File: config.mk
export PLATFORM = sky130hd
export DESIGN_NAME = mp_add_seq
export DESIGN_NICKNAME = d
export VERILOG_FILES = /design/src/rtl/mp_add_pkg.sv /design/src/rtl/limb_adder.sv /design/src/rtl/mp_add_seq.sv
export SDC_FILE = /design/constraint.sdc
export NUM_CORES = 1
export LEC_CHECK = 0
export CORE_ASPECT_RATIO = 1.1
export CORE_MARGIN = 2
export CORE_UTILIZATION = 30
export CTS_BUF_LIST = sky130_fd_sc_hd__clkbuf_2
export DETAILED_ROUTE_END_ITERATION = 16
export PLACE_DENSITY = 0.56
export SYNTH_ARGS = -nofsm -noshare
export SYNTH_HDL_FRONTEND = slang
export SYNTH_HIERARCHICAL = 1
export SYNTH_SLANG_ARGS = --single-unit
File: constraint.sdc
create_clock -name clk -period 9.9 [get_ports clk]
set_input_delay 1.485 -clock clk [delete_from_list [all_inputs] [get_ports clk]]
set_output_delay 1.485 -clock clk [all_outputs]
set_load 0.02 [all_outputs]
File: src/rtl/mp_add_pkg.sv
// Shared types and default sizing for the sequential multi-precision adder.
package mp_add_pkg;

  typedef enum logic [1:0] {
    IDLE = 2'd0,
    RUN  = 2'd1,
    DONE = 2'd2
  } state_t;

  localparam int N_DEF     = 8;
  localparam int LIMBS_DEF = 4;

endpackage

File: src/rtl/limb_adder.sv
// Combinational N-bit limb adder with carry-in and carry-out.
module limb_adder #(
  parameter int N = 8
) (
  input  logic [N-1:0] a,
  input  logic [N-1:0] b,
  input  logic         ci,
  output logic [N-1:0] s,
  output logic         co
);

  logic [N:0] full;

  assign full = {1'b0, a} + {1'b0, b} + {{N{1'b0}}, ci};
  assign s    = full[N-1:0];
  assign co   = full[N];

endmodule

File: src/rtl/mp_add_seq.sv
// Sequential multi-precision adder: one limb per cycle through a shared limb_adder.
// Define MP_ADD_SEQ_SUB_EN to add the 'sub' input (a-b via ~b and carry-in 1).
module mp_add_seq
  import mp_add_pkg::*;
#(
  parameter int N     = N_DEF,
  parameter int LIMBS = LIMBS_DEF
) (
  input  logic               clk,
  input  logic               clr,
  input  logic               start,
  input  logic [N*LIMBS-1:0] a,
  input  logic [N*LIMBS-1:0] b,
`ifdef MP_ADD_SEQ_SUB_EN
  input  logic               sub,
`endif
  output logic [N*LIMBS-1:0] sum,
  output logic               cf,
  output logic               ovf,
  output logic               busy,
  output logic               done
);

  localparam int W  = N * LIMBS;
  localparam int CW = $clog2(LIMBS);
  localparam logic [CW-1:0] LAST = CW'(LIMBS - 1);

  state_t        state;
  logic [W-1:0]  a_q;
  logic [W-1:0]  b_q;
  logic [CW-1:0] idx;
  logic          carry;
  logic [N-1:0]  a_limb;
  logic [N-1:0]  b_limb;
  logic [N-1:0]  s_limb;
  logic          co;
  logic          sub_req;

`ifdef MP_ADD_SEQ_SUB_EN
  assign sub_req = sub;
`else
  assign sub_req = 1'b0;
`endif

  assign a_limb = a_q[idx*N +: N];
  assign b_limb = b_q[idx*N +: N];

  limb_adder #(.N(N)) u_limb_adder (
    .a  (a_limb),
    .b  (b_limb),
    .ci (carry),
    .s  (s_limb),
    .co (co)
  );

  // b is stored pre-inverted for subtraction, so the msb used for ovf is already the effective one.
  always_ff @(posedge clk or posedge clr) begin
    if (clr) begin
      state <= IDLE;
      a_q   <= '0;
      b_q   <= '0;
      idx   <= '0;
      carry <= 1'b0;
      sum   <= '0;
      cf    <= 1'b0;
      ovf   <= 1'b0;
      busy  <= 1'b0;
      done  <= 1'b0;
    end else begin
      case (state)
        IDLE: begin
          if (start) begin
            a_q   <= a;
            b_q   <= sub_req ? ~b : b;
            carry <= sub_req;
            idx   <= '0;
            busy  <= 1'b1;
            state <= RUN;
          end
        end
        RUN: begin
          sum[idx*N +: N] <= s_limb;
          carry           <= co;
          if (idx == LAST) begin
            cf    <= co;
            ovf   <= a_q[W-1] ^ b_q[W-1] ^ s_limb[N-1] ^ co;
            done  <= 1'b1;
            state <= DONE;
          end else begin
            idx <= idx + 1'b1;
          end
        end
        DONE: begin
          done  <= 1'b0;
          busy  <= 1'b0;
          state <= IDLE;
        end
        default: state <= IDLE;
      endcase
    end
  end

endmodule

==> reports/results.tsv <==
metric	value	unit
grt_pass1_vias	3344	
fin_setup_tns	0	ps
syn_avg_cell_area	14.11	sq um
max_freq	271.0	MHz
drtPass1Iterations	4	
ys_seq_area_share	54.43	%
worstHoldPathType	reg -> reg	
ys_types	39	
synth_nets	424	
clk_pin_slew	260	ps
htree_num_levels	3	
cts.sinks	105	
setup-violations-final	0	
area_growth	27.55	%
grt_max_degree	56	
synth_top_family_by_area	multiplexers	
die_height	137.0	um
gr-usage-all-layers	13.42	%
cpMaxStageDelayCell	dfrtp_2	
post_cts_buffers	0	
antenna_found_initial	0	
cpPeakStageDelay	1000	ps
cts_tree	built	
ctsResizeCount	0	
slew_viol_final	0	
cp-end-kind	flip-flop	
initial_utilization	30.68	%
yosys_warnings	6	
vdd_drop_max	0.1744	mV
post-route-drc-count	0	
wl	10790	um
rsz0062_at_grt	false	
drive_gt1_share	23.21	%
post_drt_wl_per_cell	16.65	um
cts_root_buf	clkbuf_2	
place_ws	6084	ps
antennaDiodeCount	0	
finClkSkew	30.91	ps
synth_top_cell_by_area	dfrtp_1	
path_cells	mux4_2 > fa_1 > fa_1 > a21oi_1 > nor2_1 > nor2_1 > o21ai_0 > xnor2_1 > xnor2_1 > a21oi_1	
synth_area	0.004827	sq mm
critPathRequiredTime	10420	ps
nFillCells	1532	
synth_top_area_share	54.43	%
start_kind	flip-flop	
grt_pass1_wl	17730	um
dieArea	0.01712	sq mm
arrival	4210	ps
via_per_inst	4.844	
gp_congestion	0.7858	
synth_adder_area_share	4.199	%
synth_async_sr_flop_share	100.0	%
ys.flop_type	dfrtp_1	
fin_crit_sh	37.28	%
clk_latency	600	ps
synthCells	342	
slew-limit-headroom	41.70	%
vias	3139	
critPathMaxFanout	27	
ios	103	
core	0.01574	sq mm
num_rows	48	
fp.dieW	124.9	um
p_per_area	378.5	mW/mm^2
synthXorXnorAreaFrac	1.270	%
maxCapViolCount	0	
p_leak	2.517	nW
worst_slew_pin_slew	874.5	ps
status	finished, final reports clean	
hold_violations	0	
synthMuxAreaShare	22.84	%
synth.top_cells.by_area	dfrtp_1, mux2_2, mux4_2	
antenna_left	0	
fin_crit	3690	ps
io_buffers	102	
final_nets	525	
synth-compound-area-share	8.346	%
p_total	2.330	mW
ys_ff_latch	105	
criticalPathCategory	reg -> reg	
place.detailed.hpwl	8028	um
cts_buffer_depth	2	
synth-simple-area-share	6.713	%
overflow	0	
layout_setup_ws	6210	ps
drt_iter0_drc	131	
synth_enable_flop_cells	0	
cts_hold_buf	0	
cts_inserted_buffers	9	
## critical path, delay by kind of cell, from the launching register on
family | cells | cell delay, ps
xor gates and xnor gates | 2 | 370
adders and majority gates | 2 | 900
and+or+nand+nor | 2 | 200
DFF | 1 | 1000
muxes | 1 | 640
AOI/OAI and AO/OA | 3 | 490
## final timing paths
check | start | end | slack (ps) | depth (start not counted)
max in group asynchronous | clr | b_q[13]$_DFFE_PP0P_ | 7460 | 3
min reg2reg | b_q[11]$_DFFE_PP0P_ | b_q[11]$_DFFE_PP0P_ | 520 | 1
min | b_q[11]$_DFFE_PP0P_ | b_q[11]$_DFFE_PP0P_ | 520 | 1
min in group asynchronous | clr | sum[26]$_DFFE_PP0P_ | 1270 | 2
max | idx[0]$_DFFE_PP0P_ | ovf$_DFFE_PP0P_ | 6210 | 10
max reg2reg | idx[0]$_DFFE_PP0P_ | ovf$_DFFE_PP0P_ | 6210 | 10
## layout by cell type (no fill, tap or decap), types with 2 or more instances in the layout
cell and n:
a21o_1 2, a21oi_1 12, a22o_1 23, a311o_1 2, buf_4 3, clkbuf_2 10, clkdlybuf4s50_1 102, clkinv_1 2
dfrtp_1 104, fa_1 2, ha_1 13, inv_1 6, mux2_1 4, mux2_2 61, mux4_2 16, nand2_1 26
nand2b_1 2, nand3_1 3, nand3b_1 3, nor2_1 2, nor2b_1 3, nor3_1 3, nor4_1 3, o21ai_0 13
o21bai_1 2, xnor2_1 5, xor2_1 2
## power by group
group	internal (mW)	switching (mW)
clock network	0.0576	0.139
logic	0.642	0.718
registers	0.624	0.149
total	1.32	1.01
## registers in the layout, indices dropped and copies added (netlist names)
name / count
cf: 1
done: 1
state: 2
carry: 1
sum: 32
b_q: 32
idx: 2
a_q: 32
ovf: 1
busy: 1
## cells in the mapped netlist (2+ instances only)
| master | n |
|---|---|
| dfrtp_1 | 105 |
| mux2_2 | 61 |
| nand2_1 | 26 |
| a22o_1 | 23 |
| mux4_2 | 16 |
| ha_1 | 13 |
| o21ai_0 | 13 |
| a21oi_1 | 12 |
| buf_2 | 10 |
| inv_1 | 7 |
| xnor2_1 | 5 |
| mux2_1 | 4 |
| clkbuf_1 | 3 |
| nand3_1 | 3 |
| nand3b_1 | 3 |
| nor2b_1 | 3 |
| nor3_1 | 3 |
| nor4_1 | 3 |
| a21o_1 | 2 |
| a311o_1 | 2 |
| buf_4 | 2 |
| fa_1 | 2 |
| nand2b_1 | 2 |
| nor2_1 | 2 |
| o21bai_1 | 2 |
| xor2_1 | 2 |
## layer usage
layer / part of all wire (%) / GRT usage, %
met1: 45 / 16.62
met2: 49 / 22.89
met3: 4.3 / 2.893
met4: 1.8 / 5.741
met5: 0 / 0
## area by class of cell
cell class	instances	area [sq um]	area share (%)
clock inverters	6	58.81	0.9551
repair buffers	105	1044	16.95
multi-input cells	214	2093	34.00
clock buffers	10	50.05	0.8128
well taps	200	250.2	4.064
flip-flops and latches	105	2629	42.69
inverters	8	32.53	0.5283
## logic make-up after synthesis
kind of cell	count (synthesis)
AO/OA/AOI/OAI	57
XOR/XNOR	7
adder cells (fa/ha/maj)	15
buffers and inverters	23
flip-flops	105
multiplexers	82
AND/OR/NAND/NOR	53
## through the flow
stage / hold slack [ps] / std cells / cell area (sq um) / util (%)
floorplan: 452.6 / 342 / 4827 / -
global placement: 467.0 / 632 / 6048 / 38.44
detailed placement: 474.3 / 632 / 6048 / 38.44
CTS: 528.2 / 648 / 6157 / 39.13
global route: 548.8 / 648 / 6157 / 39.13
finish: 520.3 / 648 / 6157 / 39.13
Power figures use the tool's default switching activity.
